===== src/rtl/fpu_esc_pkg.sv =====
// Shared types and constants for the FPU escape sequencer and its decode helper.
package fpu_esc_pkg;

  localparam logic [7:0] EscD8 = 8'hD8;
  localparam logic [7:0] EscD9 = 8'hD9;
  localparam logic [7:0] EscDA = 8'hDA;
  localparam logic [7:0] EscDB = 8'hDB;
  localparam logic [7:0] EscDC = 8'hDC;
  localparam logic [7:0] EscDD = 8'hDD;
  localparam logic [7:0] EscDE = 8'hDE;
  localparam logic [7:0] EscDF = 8'hDF;
  localparam logic [7:0] OpWait = 8'h9B;

  // ModR/M that turns DF into FSTSW AX rather than a register-form op.
  localparam logic [7:0] ModrmFstswAx = 8'hE0;

  typedef enum logic [2:0] {
    ClsNone,
    ClsLoad,
    ClsStore,
    ClsAx,
    ClsErr
  } esc_class_e;

  typedef enum logic [3:0] {
    StIdle,
    StDispatch,
    StLdMem,
    StLdPush,
    StStAdp,
    StStMem,
    StAxWb,
    StWaitAdp,
    StDone
  } esc_state_e;

  function automatic logic is_esc_op(logic [7:0] op);
    return op inside {EscD8, EscD9, EscDA, EscDB, EscDC, EscDD, EscDE, EscDF, OpWait};
  endfunction

endpackage


===== src/rtl/fpu_esc_classify.sv =====
// Combinational decode of an ESC/WAIT instruction into transfer class and word count.
module fpu_esc_classify
  import fpu_esc_pkg::*;
(
  input  logic [7:0] opcode_i,
  input  logic [7:0] modrm_i,
  output esc_class_e cls_o,
  output logic [2:0] nwords_o
);

  logic       mem_form;
  logic [2:0] reg_f;

  assign mem_form = (modrm_i[7:6] != 2'b11);
  assign reg_f    = modrm_i[5:3];

  always_comb begin
    cls_o    = ClsNone;
    nwords_o = 3'd0;
    if (!is_esc_op(opcode_i)) begin
      cls_o = ClsErr;
    end else if (opcode_i == EscDF && modrm_i == ModrmFstswAx) begin
      cls_o    = ClsAx;
      nwords_o = 3'd1;
    end else if (mem_form) begin
      case (opcode_i)
        EscD8: begin
          cls_o    = ClsLoad;
          nwords_o = 3'd2;
        end
        EscD9: begin
          case (reg_f)
            3'd0: begin
              cls_o    = ClsLoad;
              nwords_o = 3'd2;
            end
            3'd5: begin
              cls_o    = ClsLoad;
              nwords_o = 3'd1;
            end
            3'd2: begin
              cls_o    = ClsStore;
              nwords_o = 3'd2;
            end
            3'd7: begin
              cls_o    = ClsStore;
              nwords_o = 3'd1;
            end
            default: ;
          endcase
        end
        EscDB: begin
          case (reg_f)
            3'd5: begin
              cls_o    = ClsLoad;
              nwords_o = 3'd5;
            end
            3'd7: begin
              cls_o    = ClsStore;
              nwords_o = 3'd5;
            end
            default: ;
          endcase
        end
        EscDD: begin
          case (reg_f)
            3'd0: begin
              cls_o    = ClsLoad;
              nwords_o = 3'd4;
            end
            3'd2: begin
              cls_o    = ClsStore;
              nwords_o = 3'd4;
            end
            3'd7: begin
              cls_o    = ClsStore;
              nwords_o = 3'd1;
            end
            default: ;
          endcase
        end
        default: ;
      endcase
    end
  end

endmodule


===== src/rtl/fpu_esc_sequencer.sv =====
// Sequences ESC/WAIT instructions into adapter dispatch plus 16-bit operand moves
// between system memory and the FPU adapter, with a handshake watchdog.
module fpu_esc_sequencer
  import fpu_esc_pkg::*;
#(
  parameter int unsigned TIMEOUT_CYCLES = 1023,
  parameter int unsigned TMO_W          = 10
) (
  input  logic        clk_i,
  input  logic        reset_ni,
  input  logic        instr_valid_i,
  input  logic [7:0]  instr_opcode_i,
  input  logic [7:0]  instr_modrm_i,
  input  logic [19:0] instr_ea_i,
  output logic        instr_ready_o,
  output logic        instr_done_o,
  output logic        instr_err_o,
  output logic        ax_we_o,
  output logic [15:0] ax_data_o,
  output logic        adp_escape_o,
  output logic [7:0]  adp_opcode_o,
  output logic [7:0]  adp_modrm_o,
  output logic        adp_wr_o,
  output logic [15:0] adp_wdata_o,
  output logic        adp_rd_o,
  input  logic        adp_rvalid_i,
  input  logic [15:0] adp_rdata_i,
  input  logic        adp_ready_i,
  output logic [19:0] mem_addr_o,
  output logic        mem_rd_o,
  output logic        mem_wr_o,
  output logic [15:0] mem_wdata_o,
  input  logic [15:0] mem_rdata_i,
  input  logic        mem_ack_i
);

  esc_state_e       state_q, state_d;
  esc_class_e       cls_q, cls_d, cls_dec;
  logic [2:0]       nwords_q, nwords_d, nwords_dec;
  logic [2:0]       k_q, k_d, k_inc;
  logic [7:0]       op_q, op_d, modrm_q, modrm_d;
  logic [19:0]      ea_q, ea_d, word_addr;
  logic [15:0]      data_q, data_d;
  logic             err_q, err_d;
  logic [TMO_W-1:0] tmo_q, tmo_d;
  logic             tmo_expired, watched;

  fpu_esc_classify u_classify (
    .opcode_i (instr_opcode_i),
    .modrm_i  (instr_modrm_i),
    .cls_o    (cls_dec),
    .nwords_o (nwords_dec)
  );

  // Word k lives at ea + 2k; the 20-bit add wraps at the top of memory.
  assign word_addr   = ea_q + {16'd0, k_q, 1'b0};
  assign k_inc       = k_q + 3'd1;
  assign tmo_expired = (tmo_q == TMO_W'(TIMEOUT_CYCLES));
  assign watched     = state_q inside {StLdMem, StStAdp, StStMem, StWaitAdp};

  assign ax_data_o    = data_q;
  assign adp_wdata_o  = data_q;
  assign mem_wdata_o  = data_q;
  assign adp_opcode_o = op_q;
  assign adp_modrm_o  = modrm_q;

  always_comb begin
    state_d       = state_q;
    cls_d         = cls_q;
    nwords_d      = nwords_q;
    k_d           = k_q;
    op_d          = op_q;
    modrm_d       = modrm_q;
    ea_d          = ea_q;
    data_d        = data_q;
    err_d         = err_q;
    instr_ready_o = 1'b0;
    instr_done_o  = 1'b0;
    instr_err_o   = 1'b0;
    ax_we_o       = 1'b0;
    adp_escape_o  = 1'b0;
    adp_wr_o      = 1'b0;
    adp_rd_o      = 1'b0;
    mem_rd_o      = 1'b0;
    mem_wr_o      = 1'b0;
    mem_addr_o    = 20'd0;

    unique case (state_q)
      StIdle: begin
        instr_ready_o = 1'b1;
        if (instr_valid_i) begin
          op_d     = instr_opcode_i;
          modrm_d  = instr_modrm_i;
          ea_d     = instr_ea_i;
          cls_d    = cls_dec;
          nwords_d = nwords_dec;
          k_d      = 3'd0;
          err_d    = (cls_dec == ClsErr);
          state_d  = (cls_dec == ClsErr) ? StDone : StDispatch;
        end
      end
      StDispatch: begin
        adp_escape_o = 1'b1;
        case (cls_q)
          ClsLoad:         state_d = StLdMem;
          ClsStore, ClsAx: state_d = StStAdp;
          default:         state_d = StWaitAdp;
        endcase
      end
      StLdMem: begin
        mem_rd_o   = !tmo_expired;
        mem_addr_o = word_addr;
        // A late ack still completes the word even when the watchdog fires.
        if (mem_ack_i) begin
          data_d  = mem_rdata_i;
          state_d = StLdPush;
        end else if (tmo_expired) begin
          err_d   = 1'b1;
          state_d = StDone;
        end
      end
      StLdPush: begin
        adp_wr_o = 1'b1;
        k_d      = k_inc;
        state_d  = (k_inc == nwords_q) ? StWaitAdp : StLdMem;
      end
      StStAdp: begin
        adp_rd_o = !tmo_expired;
        if (tmo_expired) begin
          err_d   = 1'b1;
          state_d = StDone;
        end else if (adp_rvalid_i) begin
          data_d  = adp_rdata_i;
          state_d = (cls_q == ClsAx) ? StAxWb : StStMem;
        end
      end
      StStMem: begin
        mem_wr_o   = !tmo_expired;
        mem_addr_o = word_addr;
        if (mem_ack_i) begin
          k_d     = k_inc;
          state_d = (k_inc == nwords_q) ? StWaitAdp : StStAdp;
        end else if (tmo_expired) begin
          err_d   = 1'b1;
          state_d = StDone;
        end
      end
      StAxWb: begin
        ax_we_o = 1'b1;
        state_d = StWaitAdp;
      end
      StWaitAdp: begin
        if (adp_ready_i) begin
          state_d = StDone;
        end else if (tmo_expired) begin
          err_d   = 1'b1;
          state_d = StDone;
        end
      end
      StDone: begin
        instr_done_o = 1'b1;
        instr_err_o  = err_q;
        state_d      = StIdle;
      end
      default: state_d = StIdle;
    endcase
  end

  // Watchdog restarts on every state change so each handshake gets its own budget.
  always_comb begin
    tmo_d = '0;
    if (state_d == state_q && watched) begin
      tmo_d = tmo_q + TMO_W'(1);
    end
  end

  always_ff @(posedge clk_i or negedge reset_ni) begin
    if (!reset_ni) begin
      state_q  <= StIdle;
      cls_q    <= ClsNone;
      nwords_q <= 3'd0;
      k_q      <= 3'd0;
      op_q     <= 8'd0;
      modrm_q  <= 8'd0;
      ea_q     <= 20'd0;
      data_q   <= 16'd0;
      err_q    <= 1'b0;
      tmo_q    <= '0;
    end else begin
      state_q  <= state_d;
      cls_q    <= cls_d;
      nwords_q <= nwords_d;
      k_q      <= k_d;
      op_q     <= op_d;
      modrm_q  <= modrm_d;
      ea_q     <= ea_d;
      data_q   <= data_d;
      err_q    <= err_d;
      tmo_q    <= tmo_d;
    end
  end

endmodule


===== config.mk =====
export PLATFORM = sky130hd
export DESIGN_NAME = fpu_esc_sequencer
export DESIGN_NICKNAME = d
export VERILOG_FILES = /design/src/rtl/fpu_esc_pkg.sv /design/src/rtl/fpu_esc_classify.sv /design/src/rtl/fpu_esc_sequencer.sv
export SDC_FILE = /design/constraint.sdc
export NUM_CORES = 1
export LEC_CHECK = 0
export CAP_MARGIN = 10
export CORE_ASPECT_RATIO = 0.6
export CORE_UTILIZATION = 41
export DETAILED_ROUTE_END_ITERATION = 7
export PLACE_DENSITY = 0.78
export SLEW_MARGIN = 20
export SYNTH_ARGS = -nofsm -noshare
export SYNTH_HDL_FRONTEND = slang
export SYNTH_SLANG_ARGS = --single-unit

===== constraint.sdc =====
create_clock -name clk_i -period 2.3 [get_ports clk_i]
set_input_delay 0.345 -clock clk_i [delete_from_list [all_inputs] [get_ports clk_i]]
set_output_delay 0.345 -clock clk_i [all_outputs]
set_load 0.005 [all_outputs]

==> impl_metrics.py, run 1 <==
metrics = {
    "die": {
        "start_util": 0.4224,
        "num_rows": 29,
        "die_w_um": 136.9,
        "dieArea_um2": 11350,
        "core_um2": 10600,
        "pin_count": 167,
        "die_h_um": 82.93,
    },
    "logic_synthesis": {
        "synth_top_family_by_area": "simple AND/OR/NAND/NOR gates",
        "synth_compound_area_frac": 0.1009,
        "ys_seq_area_frac": 0.4249,
        "yosys.area.top_type": "dfrtp_1",
        "synth_cell_types": 59,
        "synth_fa_ha_area_frac": 0.01845,
        "synth_warnings": 0,
        "synthFlopType": "dfrtp_1",
        "synth_edf_count": 0,
        "synth_mux_area_frac": 0.07101,
        "syn-mean-instance-area_um2": 8.915,
        "ys_top_cells_by_count": "nand2_1 (81), dfrtp_1 (76), nor2_1 (45)",
        "synthSimpleGateAreaFrac": 0.2376,
        "ys_top_cells_by_area": "dfrtp_1 (42%), nand2_1 (6.8%), buf_4 (5.4%)",
        "syn_area_um2": 4476,
        "synthXorXnorAreaFrac": 0.05815,
        "yosysMostFrequentCell": "nand2_1",
        "synth_cells": 502,
        "ys_ff_latch": 76,
        "syn-num-nets": 582,
        "synthArstFlopShare": 1.000,
        "synth_top_cell_area_share": 0.4249,
    },
    "route": {
        "route.detailed.drc": 0,
        "initialDrtViolationCount": 305,
        "dr.pass1.iters": 5,
        "vias": 4575,
        "routedWlPerCell_um": 17.37,
        "ant_nets": 0,
        "viasPerCell": 5.253,
        "routed_wl_um": 15130,
    },
    "global_routing": {
        "grt_pass1_vias": 4575,
        "grt_pass1_wl_um": 22830,
        "grt_overflow_total": 0,
        "antenna_found_initial": 0,
        "grt_max_degree": 56,
        "grt_usage": 0.2568,
    },
    "sta": {
        "rsz0062_at_grt": "yes",
        "setup_ws_ps": -474.6,
        "slew_headroom": 0.5175,
        "fin_worst_skew_ps": 6.975,
        "hold_viol": 0,
        "timing.fmax_mhz": 360.4,
        "drv_slew": 0,
        "period_needed_ps": 2775,
        "worst_pin_slew_ps": 723.8,
        "fin_crit_sh": 1.206,
        "finalSetupViolations": 25,
    },
    "cells_and_area": {
        "layout-drive-gt1-share": 0.3128,
        "final-seq-area_um2": 1904,
        "final_util": 0.7263,
        "num_antenna_cells": 0,
        "fin_area_um2": 7695,
        "num-fill-cells": 734,
        "multi_input_area_um2": 2613,
        "area_growth_pct": 71.93,
        "nets": 807,
    },
    "power": {
        "leakagePower_nw": 3.396,
        "report.power.total_mw": 10.38,
        "p_per_area_nw_per_um2": 1349,
        "vdd_drop_max_mv": 0.8309,
    },
    "clock_tree": {
        "cts_buffers": 9,
        "clkLatencyLatePin_ps": 340,
        "htreeDepth": 3,
        "clk_pin_slew_worst_paths_ps": 60,
        "tritoncts": "done",
        "cts.sinks": 76,
        "cts_root_buffer": "clkbuf_16",
        "clockBufferDepth": 2,
    },
    "placement": {
        "hpwlAfterDp_um": 9584,
        "globalplace.congestion": 0.8901,
        "io_buffers": 166,
        "placed_cell_area_um2": 6447,
    },
    "worst_setup_path": {
        "critPathRequiredTime_ps": 1960,
        "cp_max_fo": 3,
        "arrival_ps": 2430,
        "crit_chain": "ha_1 > a21o_1 > a21oi_2 > or3b_4 > buf_4 > buf_6 > buf_6 > nor3_4 > xnor2_1 > nor2_1 > buf_2",
        "r2r_slack_ps": -160,
        "r2r_cells": 10,
        "crit_path_start": "ea_q[2]$_DFFE_PN0P_",
        "end_kind": "output port",
        "crit_path_top_delay_cell": "or3b_4",
        "path_class": "register to output port",
        "slowest_delay_ps": 430,
        "path_common_cell": "buf_6",
        "r2r_start": "state_q[1]$_DFF_PN0_",
        "cp_top_family": "simple AND/OR/NAND/NOR gates",
        "crit_path_end": "mem_addr_o[16]",
        "crit_path_start_kind": "register",
        "worst-path-buf-inv": 4,
        "timing.rr.end": "tmo_q[5]$_DFF_PN0_",
        "timing.critical_path.depth": 11,
    },
    "min_path": {
        "hp-class": "input port to asynchronous set/reset pin",
    },
    "job": {
        "cap_violations": 0,
    },
    "run_status": {
        "run_status": "finished with violations",
        "violations": "negative setup slack",
    },
}
cell usage in the layout, fill, tap and decap left out, types with 10 or more instances in the layout:
master,Yosys,routed
clkdlybuf4s50_1,0,140
nand2_1,81,80
buf_4,32,76
dfrtp_1,76,74
nor2_1,45,40
a21oi_1,32,26
buf_6,0,23
o21ai_0,21,19
mux2i_1,16,16
buf_2,9,16
mux2_2,14,14
xor2_1,13,12
nand3_1,14,11
clkbuf_16,0,11
inv_1,12,10
worst min path at each step:
stage | start | end | slack [ps] | depth (start not counted)
2_1_floorplan | reset_ni | adp_modrm_o[0]$_DFFE_PN0P_ | 50 | 0
3_3_place_gp | reset_ni | adp_opcode_o[2]$_DFFE_PN0P_ | 430 | 1
3_5_place_dp | reset_ni | adp_opcode_o[0]$_DFFE_PN0P_ | 440 | 1
4_1_cts | reset_ni | adp_opcode_o[0]$_DFFE_PN0P_ | 80 | 1
5_1_grt | reset_ni | adp_opcode_o[0]$_DFFE_PN0P_ | 120 | 1
6_report | reset_ni | adp_opcode_o[0]$_DFFE_PN0P_ | 70 | 1
power breakdown:
| group | switching, mW | internal (mW) |
|---|---|---|
| clock | 0.563 | 1.28 |
| combinational | 2.73 | 3.48 |
| sequential | 0.460 | 1.87 |
sequential cells by signal, indices dropped and copies added, names as in the netlist:
name and cells:
ea_q 20, state_q 4, tmo_q 10, nwords_q 3, k_q 3, adp_opcode_o 8
err_q 1, adp_wdata_o 16, adp_modrm_o 8, cls_q 3
metrics by stage:
step | setup WS (ps) | hold slack (ps) | setup TNS (ps) | instances
floorplan | -2.972 | 49.41 | -5.944 | 502
global placement | -457.8 | 427.4 | -7555 | 809
detailed placement | -554.3 | 441.9 | -8916 | 809
CTS | -529.2 | 80.60 | -6476 | 856
global route | -538.4 | 119.6 | -9675 | 871
finish | -474.6 | 66.35 | -6452 | 871
cell families (layout without fill, tap and decap cells):
logic type / count (synthesis) / count (layout)
simple gates: 217 / 217
compound gates: 76 / 76
flops: 76 / 76
buf+inv: 71 / 300
mux: 30 / 30
xor+xnor: 26 / 27
fa+ha+maj: 6 / 6
cell type report:
class / count / area share
Clock buffer: 9 / 0.02927
Clock inverter: 7 / 0.02114
Inverter: 12 / 0.006341
Multi-Input combinational cell: 356 / 0.3395
Sequential cell: 76 / 0.2475
Tap cell: 139 / 0.02260
Timing Repair Buffer: 272 / 0.3337
layer usage:
layer / GRT usage / wire length [um]
met1: 0.3375 / 6470
met2: 0.4273 / 7350
met3: 0.06471 / 1131
met4: 0.05295 / 173
met5: 0 / 0
what timing repair did:
item                                    CTS  global route
hold buffers                              0             0
buffers inserted                         33            17
gates cloned                              2             2
endpoints found under the setup margin   36            53
gates resized for setup                 149            47
pin swaps                                55            30
(Power assumes the default switching activity.)
==> run 2: changes to the inputs <==
--- a/config.mk
+++ b/config.mk
@@ -6,7 +6,9 @@
 export NUM_CORES = 1
 export LEC_CHECK = 0
+export ABC_CLOCK_PERIOD_IN_PS = 2300
 export CAP_MARGIN = 10
 export CORE_ASPECT_RATIO = 0.6
 export CORE_UTILIZATION = 41
+export CTS_CLUSTER_DIAMETER = 50
 export DETAILED_ROUTE_END_ITERATION = 7
 export PLACE_DENSITY = 0.78
==> constraint.sdc (replaced) <==
create_clock -name clk_i -period 2.3 [get_ports clk_i]
set_input_delay 0.46 -clock clk_i [delete_from_list [all_inputs] [get_ports clk_i]]
set_output_delay 0.46 -clock clk_i [all_outputs]
set_load 0.005 [all_outputs]
==> impl_metrics.py, run 2 (synthesized netlist as in run 1, its figures left out) <==
metrics = {
    "clock_tree": {
        "cts_buffers": 9,
        "cts.sinks": 76,
        "tritoncts": "done",
        "cts_root_buffer": "clkbuf_16",
        "clk_pin_slew_worst_paths_ps": 60,
        "htreeDepth": 3,
        "clockBufferDepth": 2,
        "clkLatencyLatePin_ps": 340,
        "postCtsHoldBufs": 0,
    },
    "cells_and_area": {
        "nets": 811,
        "fin_area_um2": 7572,
        "final_cell_mix": "clkdlybuf4s50_1 (136), buf_4 (83), nand2_1 (79)",
        "largest_reg_flops": 20,
        "final_util": 0.7147,
        "num-fill-cells": 768,
        "layout-drive-gt1-share": 0.3179,
        "num_antenna_cells": 0,
        "final_common_cell": "clkdlybuf4s50_1",
        "area_growth_pct": 69.19,
        "largest-register": "ea_q",
        "instances_no_fill": 875,
    },
    "worst_setup_path": {
        "path_class": "register to output port",
        "crit_path_top_delay_cell": "fa_2",
        "arrival_ps": 2410,
        "crit_chain": "buf_4 > inv_1 > fa_2 > nor2b_4 > o21ai_4 > nor3_4 > buf_4 > nand3_2 > xor2_1 > nor2_1 > buf_2",
        "path_common_cell": "buf_4",
        "crit_path_start_kind": "register",
        "critPathRequiredTime_ps": 1840,
        "slowest_delay_ps": 420,
        "cp_max_fo": 3,
        "end_kind": "output port",
    },
    "power": {
        "leakagePower_nw": 3.366,
        "vdd_drop_max_mv": 0.6960,
        "p_per_area_nw_per_um2": 1292,
    },
    "global_routing": {
        "grt_pass1_vias": 4469,
        "antenna_found_initial": 0,
        "grt_pass1_wl_um": 22490,
        "grt_overflow_total": 0,
        "grt_max_degree": 41,
        "grt_usage": 0.2559,
    },
    "sta": {
        "setup_ws_ps": -569.0,
        "worst_pin_slew_ps": 533.3,
        "hold_ws_ps": 85.70,
        "fin_crit_sh": 1.247,
        "finalSetupViolations": 30,
        "slew_headroom": 0.6444,
        "hold_viol": 0,
        "fin_worst_skew_ps": 7.116,
        "drv_slew": 0,
        "period_needed_ps": 2869,
        "rsz0062_at_grt": "yes",
        "timing.fmax_mhz": 348.5,
    },
    "placement": {
        "hpwlAfterDp_um": 10040,
        "place_inst": 820,
        "placed_cell_area_um2": 6556,
        "globalplace.congestion": 0.9134,
        "dpl_worst_slack_ps": -571.1,
        "io_buffers": 166,
    },
    "route": {
        "initialDrtViolationCount": 251,
        "vias": 4503,
        "viasPerCell": 5.146,
        "ant_nets": 0,
        "route.detailed.drc": 0,
        "routed_wl_um": 14890,
        "dr.pass1.iters": 5,
        "routedWlPerCell_um": 17.01,
    },
    "min_path": {
        "hp-class": "input port to asynchronous set/reset pin",
    },
    "run_status": {
        "violations": "negative setup slack",
        "run_status": "finished with violations",
    },
    "die": {
        "core_um2": 10600,
        "pin_count": 167,
        "die_w_um": 136.9,
        "num_rows": 29,
        "dieArea_um2": 11350,
        "die_h_um": 82.93,
        "start_util": 0.4224,
    },
    "job": {
        "cap_violations": 0,
    },
}
-- run 2: worst paths after layout --
kind                                       startpoint                           to  slack [ps]  cells past startpoint
max                                k_q[1]$_DFFE_PN0P_               mem_addr_o[19]        -570                     11
min                                          reset_ni  adp_opcode_o[5]$_DFFE_PN0P_          90                      1
max reg2reg                        tmo_q[1]$_DFF_PN0_           tmo_q[9]$_DFF_PN0_        -220                      7
min reg2reg                adp_modrm_o[4]$_DFFE_PN0P_   adp_modrm_o[4]$_DFFE_PN0P_         480                      2
max in group asynchronous                    reset_ni  adp_wdata_o[11]$_DFFE_PN0P_        1590                      2
min in group clk_i         adp_modrm_o[4]$_DFFE_PN0P_   adp_modrm_o[4]$_DFFE_PN0P_         480                      2
-- run 2: metrics by stage --
| stage | TNS, ps | power, mW |
|---|---|---|
| 2_1_floorplan | 0 | 4.774 |
| 3_3_place_gp | -8816 | 7.040 |
| 3_5_place_dp | -9998 | 7.177 |
| 4_1_cts | -7696 | 9.282 |
| 5_1_grt | -11710 | 10.40 |
| 6_report | -8537 | 9.786 |
-- run 2: layer usage --
metal,GRT usage,vias up,share of wire
met3,0.07570,24,0.072
met1,0.3366,2179,0.43
met5,0,-,0
met4,0.04795,0,0.015
met2,0.4195,156,0.48
li1,-,2144,-
-- run 2: critical path: cells and delay by family, from the launching register on --
family | cells | cell delay, ps
buffers and inverters | 4 | 480
DFF | 1 | 370
xor gates and xnor gates | 1 | 160
adders and majority gates | 1 | 420
and+or+nand+nor | 4 | 550
AOI/OAI and AO/OA | 1 | 90
-- run 2: final cells by class --
type / count / area (um2) / share of cell area
Inverter: 12 / 45.04 / 0.005948
Clock buffer: 9 / 225.2 / 0.02974
Tap cell: 139 / 173.9 / 0.02297
Clock inverter: 7 / 115.1 / 0.01520
Sequential cell: 76 / 1903 / 0.2513
Multi-Input combinational cell: 356 / 2569 / 0.3392
Timing Repair Buffer: 276 / 2541 / 0.3356
-- run 2: power by group --
part           switching, mW  total, mW  internal [mW]
clock network          0.569       1.62           1.06
registers              0.460       2.33           1.87
logic                   2.53       5.83           3.30
total                   3.56       9.79           6.22
-- run 2: timing repair --
| action | CTS | global route |
|---|---|---|
| resized for setup | 150 | 53 |
| setup buffers | 30 | 12 |
| hold endpoints to repair | 0 | 0 |
| pin swaps | 51 | 34 |
| cloned | 1 | 3 |
| endpoints found under the setup margin | 41 | 39 |
==> run 3: changes to the inputs <==
Settings changed: CORE_UTILIZATION 41 to 55, DONT_BUFFER_PORTS set to 1, PLACE_DENSITY 0.78 to 0.82.
==> impl_metrics.py, run 3 (synthesized netlist as in run 1, its figures left out) <==
metrics = {
    "run_status": {
        "run_status": "finished with violations",
        "violations": "negative setup slack",
    },
    "die": {
        "start_util": 0.5678,
        "die_h_um": 71.88,
        "die_w_um": 118.5,
        "core_um2": 7883,
        "pin_count": 167,
        "num_rows": 25,
        "dieArea_um2": 8514,
    },
    "route": {
        "route.detailed.drc": 0,
        "viasPerCell": 5.911,
        "initialDrtViolationCount": 160,
        "ant_nets": 0,
        "dr.pass1.iters": 4,
        "routedWlPerCell_um": 19.22,
        "routed_wl_um": 12050,
        "vias": 3706,
    },
    "cells_and_area": {
        "num_antenna_cells": 0,
        "layout-drive-gt1-share": 0.2736,
        "largest_reg_flops": 20,
        "instances_no_fill": 627,
        "final_common_cell": "nand2_1",
        "final_cell_mix": "nand2_1 (81), dfrtp_1 (76), buf_4 (44)",
        "fin_area_um2": 5418,
        "nets": 594,
        "area_growth_pct": 21.05,
        "largest-register": "ea_q",
    },
    "worst_setup_path": {
        "crit_path_top_delay_cell": "or3b_4",
        "crit_path_end": "mem_addr_o[10]",
        "slowest_delay_ps": 430,
        "crit_path_start": "k_q[1]$_DFFE_PN0P_",
        "arrival_ps": 2180,
        "path_class": "register to output port",
        "critPathRequiredTime_ps": 1840,
        "path_common_cell": "a21oi_2",
        "timing.rr.end": "tmo_q[6]$_DFF_PN0_",
        "r2r_cells": 8,
        "end_kind": "output port",
        "cp_max_fo": 8,
        "crit_path_start_kind": "register",
        "crit_chain": "ha_1 > a21o_1 > a21oi_2 > or3b_4 > or3_1 > a21oi_2",
        "r2r_slack_ps": -130,
        "r2r_start": "k_q[0]$_DFFE_PN0P_",
    },
    "placement": {
        "place_inst": 587,
        "dpl_worst_slack_ps": -127.4,
        "io_buffers": 0,
        "hpwlAfterDp_um": 8298,
        "placed_cell_area_um2": 4601,
        "globalplace.congestion": 0.9685,
    },
    "clock_tree": {
        "cts_buffers": 9,
        "htreeDepth": 3,
        "clkLatencyLatePin_ps": 330,
        "clockBufferDepth": 2,
        "cts.sinks": 76,
        "cts_root_buffer": "clkbuf_16",
        "clk_pin_slew_worst_paths_ps": 60,
        "tritoncts": "done",
    },
    "power": {
        "vdd_drop_max_mv": 0.7405,
        "report.power.total_mw": 7.612,
        "leakagePower_nw": 2.316,
        "p_per_area_nw_per_um2": 1405,
    },
    "global_routing": {
        "grt_usage": 0.2873,
        "grt_pass1_wl_um": 18420,
        "antenna_found_initial": 0,
        "grt_max_degree": 77,
        "grt_pass1_vias": 3563,
        "grt_overflow_total": 0,
    },
    "sta": {
        "setup_ws_ps": -340.0,
        "rsz0062_at_grt": "yes",
        "finalSetupViolations": 26,
        "setup_tns_ps": -5038,
        "fin_crit_sh": 1.148,
        "fin_worst_skew_ps": 7.024,
        "slew_headroom": 0.6227,
        "drv_slew": 0,
        "period_needed_ps": 2640,
        "worst_pin_slew_ps": 558.1,
        "hold_viol": 0,
        "timing.fmax_mhz": 378.8,
    },
    "min_path": {
        "hp-class": "input port to asynchronous set/reset pin",
    },
    "job": {
        "cap_violations": 0,
    },
}
[run 3: worst min path at each step]
stage                                   to  slack, ps  startpoint
4_1_cts         adp_modrm_o[1]$_DFFE_PN0P_         30    reset_ni
2_1_floorplan   adp_modrm_o[0]$_DFFE_PN0P_        160    reset_ni
6_report        adp_modrm_o[0]$_DFFE_PN0P_         20    reset_ni
3_5_place_dp    adp_modrm_o[5]$_DFFE_PN0P_        170    reset_ni
3_3_place_gp   adp_opcode_o[5]$_DFFE_PN0P_        170    reset_ni
5_1_grt               cls_q[2]$_DFFE_PN0P_         40    reset_ni
[run 3: what timing repair did]
item                                   4_1_cts  5_1_grt
pin swaps                                   21       11
cloned                                       3        0
buffers inserted                            17        4
setup endpoints to repair                   33       34
endpoints found under the hold margin       76        0
gates resized for setup                     37       22
hold buffers                                 1        0
[run 3: routing by layer]
layer	vias up	global-route usage	part of all wire	routed length (um)
li1	1716	-	-	-
met1	1789	0.3434	0.41	4919
met2	189	0.4928	0.49	5957
met3	12	0.1067	0.087	1050
met4	0	0.08158	0.010	121
met5	-	0	0	0
[run 3: final cells by class]
| cell class | instances | area (um2) |
|---|---|---|
| clock buffers | 10 | 239.0 |
| clock inverters | 6 | 72.57 |
| fillers | 627 | 2465 |
| inverters | 12 | 48.80 |
| multi-input cells | 356 | 2442 |
| flip-flops and latches | 76 | 1902 |
| well taps | 108 | 135.1 |
| repair buffers | 59 | 578.1 |
[run 3: metrics by stage]
| step | hold slack [ps] | util |
|---|---|---|
| 2_1_floorplan | 164.4 | - |
| 3_3_place_gp | 165.9 | 0.5837 |
| 3_5_place_dp | 166.1 | 0.5837 |
| 4_1_cts | 26.56 | 0.6714 |
| 5_1_grt | 44.64 | 0.6873 |
| 6_report | 16.23 | 0.6873 |
[run 3: power by group]
| group | switching [mW] | internal [mW] |
|---|---|---|
| clock | 0.561 | 0.878 |
| combinational | 1.88 | 1.76 |
| sequential | 0.661 | 1.87 |
[run 3: critical path, delay by kind of cell, from the launching register on]
kind	cells	cell delay [ps]
fa+ha+maj	1	300
flops	1	420
compound gates	3	350
simple gates	2	770
